==> config.mk <==
export PLATFORM = sky130hd
export DESIGN_NAME = exc_sequencer
export DESIGN_NICKNAME = d
export VERILOG_FILES = /design/src/rtl/exc_sequencer.sv
export SDC_FILE = /design/constraint.sdc
export NUM_CORES = 1
export LEC_CHECK = 0
export BUFFER_PORTS_ARGS = -buffer_cell sky130_fd_sc_hd__buf_2
export CORE_ASPECT_RATIO = 0.7
export CORE_MARGIN = 4
export CORE_UTILIZATION = 45
export DETAILED_ROUTE_END_ITERATION = 7
export PLACE_DENSITY = 0.75
export SLEW_MARGIN = 20
export SYNTH_ARGS = -nofsm -noshare
export SYNTH_HDL_FRONTEND = slang
export SYNTH_SLANG_ARGS = --single-unit
==> constraint.sdc <==
create_clock -name clk -period 3.55 [get_ports clk]
set_clock_uncertainty 0.15 [all_clocks]
set_input_delay 0.71 -clock clk [delete_from_list [all_inputs] [get_ports clk]]
set_output_delay 0.71 -clock clk [all_outputs]
set_load 0.01 [all_outputs]
==> src/rtl/exc_sequencer.sv <==
// Exception/interrupt entry and ERET return sequencer around CP0: arbitrates commit-stage
// requests, strobes CP0, flushes/stalls the pipeline, then redirects the PC.
module exc_sequencer #(
  parameter logic [31:0] HANDLER_ADDR = 32'h0000_F000,
  parameter int unsigned FLUSH_CYCLES = 2
) (
  input  logic        clk,
  input  logic        rst,
  input  logic        mem_valid_i,
  input  logic [31:0] mem_pc_i,
  input  logic        irq_i,
  input  logic        exc_ov_i,
  input  logic        exc_ri_i,
  input  logic        exc_sys_i,
  input  logic        exc_bp_i,
  input  logic        eret_i,
  input  logic [31:0] cp0_epc_i,
  output logic        exception_o,
  output logic [4:0]  cause_type_o,
  output logic [31:0] epc_o,
  output logic        exl_clr_o,
  output logic        flush_o,
  output logic        stall_o,
  output logic        redirect_o,
  output logic [31:0] redirect_pc_o
);

  typedef enum logic [2:0] {
    S_IDLE,
    S_TAKE,
    S_ERET,
    S_FLUSH,
    S_REDIRECT
  } state_t;

  state_t      state_q, state_d;
  logic [3:0]  cnt_q, cnt_d;
  logic [4:0]  code_q, code_d;
  logic [31:0] epc_q, epc_d;
  logic [31:0] target_q, target_d;
  logic        exc_req;

  assign exc_req = irq_i | exc_ov_i | exc_ri_i | exc_sys_i | exc_bp_i;

  always_comb begin
    state_d  = state_q;
    cnt_d    = cnt_q;
    code_d   = code_q;
    epc_d    = epc_q;
    target_d = target_q;
    unique case (state_q)
      S_IDLE: begin
        if (mem_valid_i && exc_req) begin
          // Fixed priority; losers in the same cycle are dropped.
          if (irq_i)          code_d = 5'd0;
          else if (exc_ov_i)  code_d = 5'd12;
          else if (exc_ri_i)  code_d = 5'd10;
          else if (exc_sys_i) code_d = 5'd8;
          else                code_d = 5'd9;
          epc_d    = mem_pc_i;
          target_d = HANDLER_ADDR;
          state_d  = S_TAKE;
        end else if (mem_valid_i && eret_i) begin
          target_d = cp0_epc_i;
          state_d  = S_ERET;
        end
      end
      S_TAKE, S_ERET: begin
        cnt_d   = 4'(FLUSH_CYCLES - 1);
        state_d = S_FLUSH;
      end
      S_FLUSH: begin
        if (cnt_q == 4'd0) state_d = S_REDIRECT;
        else               cnt_d   = cnt_q - 4'd1;
      end
      S_REDIRECT: state_d = S_IDLE;
      default:    state_d = S_IDLE;
    endcase
  end

  always_ff @(posedge clk or posedge rst) begin
    if (rst) begin
      state_q  <= S_IDLE;
      cnt_q    <= '0;
      code_q   <= '0;
      epc_q    <= '0;
      target_q <= '0;
    end else begin
      state_q  <= state_d;
      cnt_q    <= cnt_d;
      code_q   <= code_d;
      epc_q    <= epc_d;
      target_q <= target_d;
    end
  end

  // Outputs decode purely from registered state, so async reset clears them at once.
  always_comb begin
    exception_o   = 1'b0;
    cause_type_o  = '0;
    epc_o         = '0;
    exl_clr_o     = 1'b0;
    flush_o       = 1'b0;
    stall_o       = 1'b0;
    redirect_o    = 1'b0;
    redirect_pc_o = '0;
    unique case (state_q)
      S_TAKE: begin
        exception_o  = 1'b1;
        cause_type_o = code_q;
        epc_o        = epc_q;
        flush_o      = 1'b1;
        stall_o      = 1'b1;
      end
      S_ERET: begin
        exl_clr_o = 1'b1;
        flush_o   = 1'b1;
        stall_o   = 1'b1;
      end
      S_FLUSH: begin
        flush_o = 1'b1;
        stall_o = 1'b1;
      end
      S_REDIRECT: begin
        redirect_o    = 1'b1;
        redirect_pc_o = target_q;
        stall_o       = 1'b1;
      end
      default: ;
    endcase
  end

endmodule

==> impl_summary.log, run 1 <==
INFO  metric run_status = completed
INFO  metric ratio_of_final_minimum_period_to_clock_period = 86.1%
INFO  metric leakagePower = 2.57 nW
INFO  metric setup-tns-final = 0 ps
INFO  metric critical_path.endpoint_type = output port
INFO  metric grt_pass1_vias = 2761
INFO  metric initial_core_util = 46.3%
INFO  metric m1WireLength = 3.80 mm
INFO  metric timing.max_cap.violations = 0
INFO  metric area_delta_synth_final = 29.2%
INFO  metric hold_buffers = 0
INFO  metric finalNetCount = 501
INFO  metric critical_path.max_stage_delay = 700 ps
INFO  metric drive_above_1_share = 49.4%
INFO  metric die_height = 83.3 microns
INFO  metric totalWireLength = 8.36 mm
INFO  metric ys_ff_latch = 75
INFO  metric detailedRoute.firstIterationViolations = 119
INFO  metric number_of_buffers_added_by_the_clock_tree_synthesis_step = 9
INFO  metric io-pin-count = 147
INFO  metric timing.critical_path.cells = nor3b_2 > buf_4 > and2_1 > buf_2
INFO  metric maxUsedRoutingLayer = met4
INFO  metric grt_max_degree = 38
INFO  metric rows = 27
INFO  metric cpMaxStageDelayCell = sky130_fd_sc_hd__dfrtp_1
INFO  metric async_flop_share = 100%
INFO  metric dieArea = 9620 sq um
INFO  metric coreArea = 7870 sq um
INFO  metric synth_fp_nets = 358
INFO  metric rsz0062_at_grt = no
INFO  metric cts_root_buffer = sky130_fd_sc_hd__clkbuf_16
INFO  metric drt-vias-per-instance = 4.98
INFO  metric global_route.overflow_total = 0
INFO  metric worst_setup_hold_path_clk_slew = 60 ps
INFO  metric wire_length_of_the_first_global_routing_pass = 13.7 mm
INFO  metric crit_type = flop to output port
INFO  metric filler_cell_count = 638
INFO  metric vias = 2647
INFO  metric clock_path_buffers = 2
INFO  metric die_x = 116 microns
INFO  metric hp-class = primary input to asynchronous set/reset pin
INFO  metric max_slew.worst_pin.slew = 826 ps
INFO  metric postLayoutCellArea = 4710 sq um
INFO  metric synth_cell_type_count = 45
INFO  metric wl_per_cell = 15.7 microns
INFO  metric antenna_violations_before_repair = 0
INFO  metric dr.pass1.iters = 4
INFO  metric mostFrequentLayoutCell = sky130_fd_sc_hd__buf_2
INFO  metric synth-edff-count = 0
INFO  metric synth_flop_cell = sky130_fd_sc_hd__dfrtp_1
INFO  metric cts_tree = built
INFO  metric timing.slew.headroom = 44.2%
INFO  metric io_buffer_count = 145
INFO  metric drt_drc_violations_left = 0
INFO  metric routed-wl-met2 = 3.73 mm
INFO  metric timing_max_transition_violations_final = 0
INFO  metric most-common-layout-cells = 145 x sky130_fd_sc_hd__buf_2, 75 x sky130_fd_sc_hd__dfrtp_1, 68 x sky130_fd_sc_hd__and2_1
INFO  metric start_kind = flop
INFO  metric min_period = 3060 ps
INFO  metric crit_path_max_fanout = 21
INFO  metric crit_required = 2690 ps
INFO  metric synthCells = 283
INFO  metric detailedPlacementHpwl = 6.11 mm
INFO  metric place_area = 4400 sq um
INFO  metric critical_path.top_delay_family = simple AND/OR/NAND/NOR gates
INFO  metric cts_sinks = 75
INFO  metric finalPower = 3.27 mW
INFO  metric max_freq = 327 MHz
INFO  metric ys_warnings = 0
INFO  metric htree_levels = 3
INFO  metric power_density = 695 nW/um^2
INFO  metric cts.repair_timing.setup_buffer_count = 0
INFO  metric clk_latency = 320 ps
INFO  metric timing.critical_path.buf_inv = 2
INFO  metric met3_wirelength = 748 microns
INFO  metric post_synth.cell_area_avg = 12.9 sq um
INFO  metric gpl.final_weighted_congestion = 0.783
INFO  metric ctsResizeCount = 0
INFO  metric drt.antenna.violating_nets = 0
INFO  metric vdd_ir_drop_max = 0.356 mV
INFO  metric global_route.usage.total = 17.9%
INFO  metric worstPathArrival = 2200 ps
INFO  metric report.final.setup_viol = 0
INFO  metric ant_diodes = 0
INFO  metric syn-cell-area = 3640 sq um
INFO  metric synth-seq-area-share = 51.5%
INFO  metric hold_viol_final = 0
==> sequential cells by signal (all words and copies together) (netlist names) <==
signal and cells:
cnt_q 4, code_q 4, epc_q 32, state_q 3
target_q 32
==> kinds of logic after synthesis <==
family	share of synthesized area, %
AND/OR/NAND/NOR	16.7
flip-flops	51.5
AO/OA/AOI/OAI	11.7
multiplexers	14.0
buffers and inverters	5.12
adder cells (fa/ha/maj)	0.687
other	0.103
XOR/XNOR	0.241
==> stage by stage <==
stage,setup slack [ps],cells,util [%],hold slack (ps)
floorplan,780,283,-,291
global placement,944,516,55.9,305
detailed placement,834,516,55.9,308
CTS,462,532,59.8,114
global route,317,532,59.8,127
finish,493,532,59.8,117
==> per-layer routing <==
metal,up-vias,global-route usage (%)
li1,1280,-
met1,1242,24.5
met2,118,27.9
met3,7,5.46
met4,0,3.84
met5,-,0
==> where the power goes <==
part,leakage (nW),internal [mW],switching (mW)
Combinational,1.47,0.584,0.454
Sequential,0.948,1.12,0.184
Clock,0.154,0.571,0.356
==> cell type report <==
cell class | count | area, sq um | area share (%)
clock buffer | 10 | 239 | 5.08
multi-input combinational | 182 | 1590 | 33.8
inverter | 5 | 20.0 | 0.425
tap | 101 | 126 | 2.68
clock inverter | 6 | 70.1 | 1.49
sequential | 75 | 1880 | 39.9
timing repair buffer | 153 | 786 | 16.7
==> path summary, 6_finish.rpt <==
check	start	end	slack, ps	depth (start not counted)
worst max register to register	state_q[1]	cnt_q[1]	1230	3
min in group clk	code_q[2]	code_q[2]	310	1
worst min register to register	code_q[2]	code_q[2]	310	1
max in group asynchronous	rst	epc_q[1]	2440	3
worst min-delay path	rst	target_q[5]	120	2
worst max-delay path	state_q[2]	redirect_pc_o[19]	490	4
==> synth_stat cells, types with 2 or more instances <==
master                     count  area [sq um]
sky130_fd_sc_hd__mux2_2        7          78.8
sky130_fd_sc_hd__o22a_1        5          43.8
sky130_fd_sc_hd__a21oi_1       2          10.0
sky130_fd_sc_hd__nor3b_1       4          30.0
sky130_fd_sc_hd__a21o_1        2          15.0
sky130_fd_sc_hd__nor3_1        4          20.0
sky130_fd_sc_hd__clkbuf_1      8          30.0
sky130_fd_sc_hd__a22o_1       28           245
sky130_fd_sc_hd__nand2_1       3          11.3
sky130_fd_sc_hd__buf_4         3          22.5
sky130_fd_sc_hd__buf_2         2          10.0
sky130_fd_sc_hd__buf_6         4          45.0
sky130_fd_sc_hd__inv_1         5          18.8
sky130_fd_sc_hd__mux2_4       26           390
sky130_fd_sc_hd__nor2_1        3          11.3
sky130_fd_sc_hd__dfrtp_1      75          1880
sky130_fd_sc_hd__nor4_1        2          12.5
sky130_fd_sc_hd__ha_1          2          25.0
sky130_fd_sc_hd__mux2i_1       4          40.0
sky130_fd_sc_hd__buf_12        2          40.0
sky130_fd_sc_hd__and2_1       68           425
Note: power is estimated with default switching activity, not from simulation.
==> run 2, diff against run 1 <==
--- a/config.mk
+++ b/config.mk
@@ -10,6 +10,7 @@
 export CORE_MARGIN = 4
 export CORE_UTILIZATION = 45
 export DETAILED_ROUTE_END_ITERATION = 7
+export GPL_TIMING_DRIVEN = 0
 export PLACE_DENSITY = 0.75
 export SLEW_MARGIN = 20
 export SYNTH_ARGS = -nofsm -noshare
==> impl_summary.log, run 2 (synthesis results as in run 1) <==
INFO  metric ratio_of_final_minimum_period_to_clock_period = 92.5%
INFO  metric dr.pass1.iters = 4
INFO  metric drt.antenna.violating_nets = 0
INFO  metric drive_above_1_share = 48.6%
INFO  metric grt_max_degree = 39
INFO  metric grt_pass1_vias = 2734
INFO  metric wire_length_of_the_first_global_routing_pass = 13.9 mm
INFO  metric cts_sinks = 75
INFO  metric top_usage_layer = met2
INFO  metric start_kind = flop
INFO  metric finalPower = 3.29 mW
INFO  metric grtUsageMet2 = 27.4%
INFO  metric crit_start = state_q[2]
INFO  metric run_status = completed
INFO  metric die_height = 83.3 microns
INFO  metric wl_per_cell = 15.6 microns
INFO  metric timing.rr.end = cnt_q[1]
INFO  metric mostFrequentLayoutCell = sky130_fd_sc_hd__buf_2
INFO  metric timing.max_cap.violations = 0
INFO  metric power_density = 683 nW/um^2
INFO  metric number_of_buffers_added_by_the_clock_tree_synthesis_step = 9
INFO  metric r2r_start = state_q[1]
INFO  metric setup-tns-final = 0 ps
INFO  metric worst_setup_hold_path_clk_slew = 60 ps
INFO  metric detailedPlacementHpwl = 6.34 mm
INFO  metric detailedRoute.firstIterationViolations = 47
INFO  metric crit_path_max_fanout = 10
INFO  metric min_period = 3290 ps
INFO  metric report.final.setup_viol = 0
INFO  metric layout_setup_ws = 265 ps
INFO  metric die_x = 116 microns
INFO  metric global_route.overflow_total = 0
INFO  metric timing.slew.headroom = 40.2%
INFO  metric hold_buffers = 0
INFO  metric leakagePower = 2.62 nW
INFO  metric clk_latency = 330 ps
INFO  metric grt_util_met1 = 25.4%
INFO  metric area_delta_synth_final = 32.1%
INFO  metric most-common-layout-cells = 146 x sky130_fd_sc_hd__buf_2, 75 x sky130_fd_sc_hd__dfrtp_1, 68 x sky130_fd_sc_hd__and2_1
INFO  metric ant_diodes = 0
INFO  metric finalNetCount = 514
INFO  metric critical_path.endpoint_type = output port
INFO  metric vdd_ir_drop_max = 0.428 mV
INFO  metric cts_root_buffer = sky130_fd_sc_hd__clkbuf_16
INFO  metric cts.repair_timing.setup_buffer_count = 0
INFO  metric reg.largest.list = epc_q: 32 flops, target_q: 32 flops
INFO  metric timing_max_transition_violations_final = 0
INFO  metric drt_drc_violations_left = 0
INFO  metric crit_required = 2690 ps
INFO  metric global_route.usage.total = 18.4%
INFO  metric detailedPlace.worstSlack = 426 ps
INFO  metric drt-vias-per-instance = 4.95
INFO  metric dieArea = 9620 sq um
INFO  metric gr-usage-met3 = 6.48%
INFO  metric totalWireLength = 8.48 mm
INFO  metric htree_levels = 3
INFO  metric critPathCapture = redirect_pc_o[27]
INFO  metric initial_core_util = 46.3%
INFO  metric setup.reg_to_reg.worst_slack = 1280 ps
INFO  metric hp-class = primary input to asynchronous set/reset pin
INFO  metric io_buffer_count = 144
INFO  metric clock_path_buffers = 2
INFO  metric vias = 2698
INFO  metric gpl.final_weighted_congestion = 0.755
INFO  metric cts_tree = built
INFO  metric crit_type = flop to output port
INFO  metric worst_r2r_path_depth = 4
INFO  metric hold_viol_final = 0
INFO  metric io-pin-count = 147
INFO  metric max_freq = 304 MHz
INFO  metric rows = 27
INFO  metric rsz0062_at_grt = no
INFO  metric worstPathArrival = 2430 ps
INFO  metric max_slew.worst_pin.slew = 885 ps
INFO  metric coreArea = 7870 sq um
INFO  metric ctsResizeCount = 0
INFO  metric antenna_violations_before_repair = 0
run 2: cell count changes in the layout (fill, tap and decap cells not counted), sizes merged:
| cell | delta |
|---|---|
| clkbuf | +10 |
| buf | +4 |
| inv | -2 |
| clkinvlp | +1 |
run 2: how the worst min path moves through the flow:
stage / startpoint / endpoint / slack [ps] / depth (start not counted)
after CTS: rst / target_q[1] / 270 / 2
after detailed placement: code_q[2] / code_q[2] / 310 / 1
after global routing: rst / epc_q[22] / 300 / 2
after floorplan: code_q[2] / code_q[2] / 290 / 1
after global placement: code_q[1] / code_q[1] / 310 / 1
final: rst / target_q[2] / 260 / 2
run 2: layer usage:
metal	routed length, microns	part of all wire (%)
met1	3970	47
met2	3660	43
met3	749	8.8
met4	100	1.2
met5	0	0
run 2: layout make-up:
cell class,instances,area [sq um]
Multi-Input combinational cell,182,1580
Fill cell,641,3060
Sequential cell,75,1880
Clock inverter,5,52.6
Timing Repair Buffer,145,741
Inverter,5,21.3
Clock buffer,11,243
Buffer,21,168
Tap cell,101,126
run 2: power by group:
part	total, mW	switching, mW	internal, mW
registers	1.24	0.122	1.12
logic	1.14	0.523	0.619
clock network	0.899	0.340	0.559
run 2: worst max-delay path, stage by stage, from the launching register on:
cell and delay [ps]:
sky130_fd_sc_hd__dfrtp_1 320, sky130_fd_sc_hd__clkbuf_1 360, sky130_fd_sc_hd__nor3b_1 740, sky130_fd_sc_hd__clkbuf_1 360
sky130_fd_sc_hd__and2_1 180, sky130_fd_sc_hd__buf_2 130
run 2: per-stage QoR:
stage	utilization (%)	cells	instance area [sq um]	hold slack, ps
CTS	61.1	545	4810	272
floorplan	-	283	3640	291
global route	61.1	545	4810	303
detailed placement	57.3	529	4510	309
global placement	57.0	528	4490	307
finish	61.1	545	4810	264
